File: config.mk
export PLATFORM = sky130hd
export DESIGN_NAME = bram_port_arbiter
export DESIGN_NICKNAME = d
export VERILOG_FILES = /design/src/rtl/bram_port_arbiter.sv
export SDC_FILE = /design/constraint.sdc
export NUM_CORES = 1
export LEC_CHECK = 0
export ABC_CLOCK_PERIOD_IN_PS = 6380
export CELL_PAD_IN_SITES_DETAIL_PLACEMENT = 1
export CELL_PAD_IN_SITES_GLOBAL_PLACEMENT = 1
export CORE_AREA = 4 4 527 529
export CTS_BUF_LIST = sky130_fd_sc_hd__clkbuf_16
export DETAILED_ROUTE_END_ITERATION = 8
export DIE_AREA = 0 0 531 533
export PLACE_DENSITY_LB_ADDON = 0.1
export REMOVE_ABC_BUFFERS = 1
export SKIP_CTS_REPAIR_TIMING = 1
export SYNTH_ARGS = -nofsm -noshare
export SYNTH_HDL_FRONTEND = slang
export SYNTH_SLANG_ARGS = --single-unit
File: constraint.sdc
create_clock -name i_clk -period 6.38 [get_ports i_clk]
set_input_delay 1.595 -clock i_clk [delete_from_list [all_inputs] [get_ports i_clk]]
set_output_delay 1.595 -clock i_clk [all_outputs]
set_load 0.01 [all_outputs]
File: src/rtl/bram_port_arbiter.sv
// rtl/bram_port_arbiter.sv - two-requester BRAM port arbiter with lock, read return routing and contention counter
module bram_port_arbiter #(
  parameter int ADDR_W     = 9,
  parameter int DATA_W     = 256,
  parameter int RD_LATENCY = 2
) (
  input  logic              i_clk,
  input  logic              i_reset_n,
  input  logic [1:0]        i_req,
  input  logic [1:0]        i_we,
  input  logic [ADDR_W-1:0] i_addr0,
  input  logic [ADDR_W-1:0] i_addr1,
  input  logic [DATA_W-1:0] i_wdata0,
  input  logic [DATA_W-1:0] i_wdata1,
  input  logic [1:0]        i_lock,
  output logic [1:0]        o_gnt,
  output logic [1:0]        o_rvalid,
  output logic [DATA_W-1:0] o_rdata,
  output logic              o_bram_en,
  output logic              o_bram_we,
  output logic [ADDR_W-1:0] o_bram_addr,
  output logic [DATA_W-1:0] o_bram_wdata,
  input  logic [DATA_W-1:0] i_bram_rd_data,
  input  logic              i_cnt_clr,
  output logic [15:0]       o_conflict_cnt,
  output logic [1:0]        o_lock_owner
);

  // arbitration state: last winner, one-hot lock owner, contention counter
  logic        last_q, last_d;
  logic [1:0]  owner_q, owner_d;
  logic [15:0] cnt_q, cnt_d;

  // registered BRAM command plus the read tag that travels with it
  logic              bram_en_q, bram_we_q;
  logic [ADDR_W-1:0] bram_addr_q;
  logic [DATA_W-1:0] bram_wdata_q;
  logic              cmd_rd_q, cmd_id_q;

  // read-return tag pipeline, aligned with the BRAM read latency
  logic [RD_LATENCY-1:0] pipe_vld_q, pipe_id_q;

  logic [1:0] owner_eff, elig, cand, gnt;
  logic       win_id, conflict;

  // an owner that has released its lock this cycle no longer restricts arbitration
  always_comb begin
    owner_eff = owner_q & i_lock;
    elig      = (owner_eff != 2'b00) ? owner_eff : 2'b11;
    cand      = i_req & elig;
    gnt       = 2'b00;
    win_id    = 1'b0;
    if (i_reset_n) begin
      if (cand == 2'b11) begin
        win_id = ~last_q;
        gnt    = last_q ? 2'b01 : 2'b10;
      end else if (cand[0]) begin
        win_id = 1'b0;
        gnt    = 2'b01;
      end else if (cand[1]) begin
        win_id = 1'b1;
        gnt    = 2'b10;
      end
    end
  end

  // next-state for round-robin pointer, lock ownership and saturating counter
  always_comb begin
    last_d  = (gnt != 2'b00) ? win_id : last_q;
    owner_d = owner_eff;
    if ((owner_eff == 2'b00) && ((gnt & i_lock) != 2'b00)) begin
      owner_d = gnt & i_lock;
    end
    conflict = |(i_req & ~gnt);
    cnt_d    = cnt_q;
    if (i_cnt_clr) begin
      cnt_d = 16'h0000;
    end else if (conflict && (cnt_q != 16'hFFFF)) begin
      cnt_d = cnt_q + 16'd1;
    end
  end

  // arbitration state registers
  always_ff @(posedge i_clk) begin
    if (!i_reset_n) begin
      last_q  <= 1'b1;
      owner_q <= 2'b00;
      cnt_q   <= 16'h0000;
    end else begin
      last_q  <= last_d;
      owner_q <= owner_d;
      cnt_q   <= cnt_d;
    end
  end

  // capture the winning command onto the BRAM port; address/data hold when idle
  always_ff @(posedge i_clk) begin
    if (!i_reset_n) begin
      bram_en_q    <= 1'b0;
      bram_we_q    <= 1'b0;
      bram_addr_q  <= '0;
      bram_wdata_q <= '0;
      cmd_rd_q     <= 1'b0;
      cmd_id_q     <= 1'b0;
    end else begin
      bram_en_q <= |gnt;
      bram_we_q <= (|gnt) & i_we[win_id];
      cmd_rd_q  <= (|gnt) & ~i_we[win_id];
      cmd_id_q  <= win_id;
      if (|gnt) begin
        bram_addr_q  <= win_id ? i_addr1 : i_addr0;
        bram_wdata_q <= win_id ? i_wdata1 : i_wdata0;
      end
    end
  end

  // shift read tags so each emerges when its BRAM data does
  always_ff @(posedge i_clk) begin
    if (!i_reset_n) begin
      pipe_vld_q <= '0;
      pipe_id_q  <= '0;
    end else begin
      pipe_vld_q[0] <= cmd_rd_q;
      pipe_id_q[0]  <= cmd_id_q;
      for (int k = 1; k < RD_LATENCY; k++) begin
        pipe_vld_q[k] <= pipe_vld_q[k-1];
        pipe_id_q[k]  <= pipe_id_q[k-1];
      end
    end
  end

  // route returning read data to the requester that issued it
  always_comb begin
    o_rvalid = 2'b00;
    o_rdata  = '0;
    if (pipe_vld_q[RD_LATENCY-1]) begin
      o_rvalid = pipe_id_q[RD_LATENCY-1] ? 2'b10 : 2'b01;
      o_rdata  = i_bram_rd_data;
    end
  end

  assign o_gnt          = gnt;
  assign o_bram_en      = bram_en_q;
  assign o_bram_we      = bram_we_q;
  assign o_bram_addr    = bram_addr_q;
  assign o_bram_wdata   = bram_wdata_q;
  assign o_conflict_cnt = cnt_q;
  assign o_lock_owner   = owner_eff;

endmodule

==> impl_metrics.yaml <==
die:
  initial_utilization_pct: 4.82
  fp-row-count: 192
  coreArea_mm2: 0.273
  floorplan.die_area_mm2: 0.283
  fp.dieW_um: 531
  die_y_um: 533
  io_pins: 1340
global_route:
  grt_first_pass_wirelength_um: 225000
  grt-ovfl-total: 0
  grt_antenna_before_repair: 65
  grt_pass1_vias: 19400
  largest_net_degree_at_the_start_of_global_routing: 115
  grt_util_all_layers_pct: 12.2
power_and_ir_drop:
  p_leak_nw: 11.5
  power_density_mw_per_mm2: 197
  vdd_drop_max_uv: 169
route:
  dr_total_vias: 17900
  routed_wire_length_per_instance_um: 27.7
  routed_via_density: 2.75
  drc_errors: 0
  wl_met2_um: 93300
  count_of_nets_left_with_antenna_violations_after_detail_routing: 0
  maxUsedRoutingLayer: "met5"
  met3_wirelength_um: 21200
  sum_of_routed_wire_segments_on_met1_um: 63700
  firstDrtPassIters: 5
  initial_drc_count: 679
  wl_um: 181000
clock_tree:
  cts-buffers-inserted: 52
  clk_pin_slew_worst_paths_ns: 0.06
  clockBufferDepth: 3
  clock_sinks: 292
  clock-root-buffer: "clkbuf_16"
  cts_tree: "yes"
  clk-insertion-delay-late_ns: 0.68
  htree_num_levels: 2
sta:
  unrepaired_setup_endpoints_after_global_routing: "false"
  final_min_period_over_clock_period_pct: 81.1
  tightest_slew_ns: 1.09
  final_critical_path_setup_slack_ns: 1.21
  timing.final.setup_violations: 0
  drv_slew: 0
  clock.fmax_mhz: 193
  skew_ns: 0.0329
  slew_headroom_pct: 27.0
  finalWorstPathRequiredPeriod_ns: 5.17
  whs_ns: 0.436
  finalHoldViolations: 0
setup_path:
  timing.critical_path.required_ns: 4.79
  crit_type: "in -> out"
  critical_path.reg2reg.startpoint: "owner_q[0]"
  startpoint_type: "input pin"
  timing.critical_path.from: "i_req[1]"
  worst-endpoint-arrival_ns: 3.58
  category_of_the_worst_setup_path_capture_point: "output pin"
  timing.critical_path.fanout_max: 6
synth:
  ys_seq_area_share_pct: 44.5
  synth-warning-count: 0
  synth_register_bits: 292
  netlist.area_leader.share_pct: 44.5
  synth.area.top_cells: "dfxtp_1 44%, a22oi_1 15%, and2_1 12%, nand3_1 10%, nand2_1 8.0%"
  post_synthesis_instance_total: 1618
  yosysTopAreaCell: "dfxtp_1"
  average_footprint_of_a_synthesized_cell_um2: 8.12
  synth_cell_types: 43
  synthesis.area_mm2: 0.0131
final_layout:
  areaGrowthSynthToFinish_pct: 146
  post_route_cells_drive_above_1_share_pct: 3.43
  most-common-layout-cells: "1,338 x clkdlybuf4s50_1, 291 x dfxtp_1, 279 x nand2_1"
  final_nets: 3676
  final_cells: 6527
  layout.cells.most_common: "clkdlybuf4s50_1"
min_path:
  worstHoldPathType: "reg -> reg"
  critical_hold_path_startpoint: "cmd_rd_q"
run:
  max_cap_viol_count: 0
outcome:
  outcome: "finished, final reports clean"
placed_design:
  portBuffers: 1339
  routabilityCongestion: 0.767
  dp_cells: 6415
  post-place-ws_ns: 1.17
  dpl.hpwl_um: 151000
[cell usage after synthesis, drive strengths merged]
| cell type | number |
|---|---|
| dfxtp | 292 |
| nand2 | 281 |
| nand3 | 272 |
| a22oi | 266 |
| and2 | 262 |
| clkbuf | 98 |
| buf | 53 |
| nor2 | 13 |
| a21oi | 12 |
| nand4 | 8 |
| or4 | 8 |
| o21ai | 7 |
| nor3 | 5 |
| or3 | 5 |
| and3 | 4 |
| a211oi | 3 |
| nand2b | 3 |
| o31ai | 3 |
| a31oi | 2 |
| clkinv | 2 |
| mux2i | 2 |
| nor2b | 2 |
| o211a | 2 |
| o211ai | 2 |
| a21boi | 1 |
| a311oi | 1 |
| a31o | 1 |
| and4 | 1 |
| ha | 1 |
| inv | 1 |
| maj3 | 1 |
| nor4 | 1 |
| o221a | 1 |
| o22ai | 1 |
| or2 | 1 |
[layout make-up]
cell class / instances / area, um2
clock buffers: 52 / 1300
diodes: 22 / 55.1
clock inverters: 38 / 263
repair buffers: 1359 / 13700
well taps: 3589 / 4490
flip-flops and latches: 292 / 5850
inverters: 3 / 13.8
multi-input cells: 1172 / 6690
fillers: 31900 / 241000
[sequential cells by signal, indices dropped and copies added, names as in the netlist]
signal,count
o_bram_wdata,256
last_q,1
o_conflict_cnt,16
o_bram_we,1
pipe_id_q,2
pipe_vld_q,2
cmd_id_q,1
owner_q,2
cmd_rd_q,1
o_bram_addr,9
o_bram_en,1
[power by group]
part / switching (mW) / internal [mW] / total (mW) / leakage [nW]
Combinational: 0.723 / 0.825 / 1.55 / 8.29
Clock: 1.20 / 1.55 / 2.75 / 0.828
Sequential: 0.0899 / 1.98 / 2.07 / 2.42
Total: 2.01 / 4.35 / 6.37 / 11.5
[through the flow]
step	total power, mW	cell area, um2	setup TNS, ns	utilization, %
CTS	6.66	32300	0	11.8
global placement	3.72	30700	0	11.2
detailed placement	3.71	30700	0	11.2
global route	6.77	32300	0	11.8
finish	6.37	32300	0	11.8
floorplan	2.46	12500	-1704.01	-
[routing by layer]
metal,track usage (%),vias to the layer above
li1,-,8249
met1,12.3,8647
met3,6.11,155
met2,22.6,851
met4,1.79,46
met5,0,-
[critical path: stages]
cell and delay (ns):
clkdlybuf4s50_1 0.68, nand2b_1 0.11, maj3_1 0.38, and3_4 0.22
clkdlybuf4s50_1 0.59
[path summary, 6_finish.rpt]
check / to / slack [ns] / cells after the start
worst max-delay path: o_gnt[0] / 1.21 / 5
worst min-delay path: pipe_vld_q[0] / 0.44 / 1
worst max register to register: o_bram_wdata[132] / 3.40 / 8
worst min register to register: pipe_vld_q[0] / 0.44 / 1
[cell families (layout without fill, tap and decap cells)]
| kind of cell | after synthesis | after routing | synth area share [%] |
|---|---|---|---|
| flip-flops | 292 | 292 | 44.5 |
| adder cells (fa/ha/maj) | 2 | 2 | 0.171 |
| other | 0 | 22 | 0 |
| AND/OR/NAND/NOR | 866 | 866 | 33.2 |
| buffers and inverters | 154 | 1452 | 4.87 |
| AO/OA/AOI/OAI | 302 | 302 | 17.1 |
| multiplexers | 2 | 2 | 0.152 |
No activity file was read; power rests on OpenSTA's default activity.
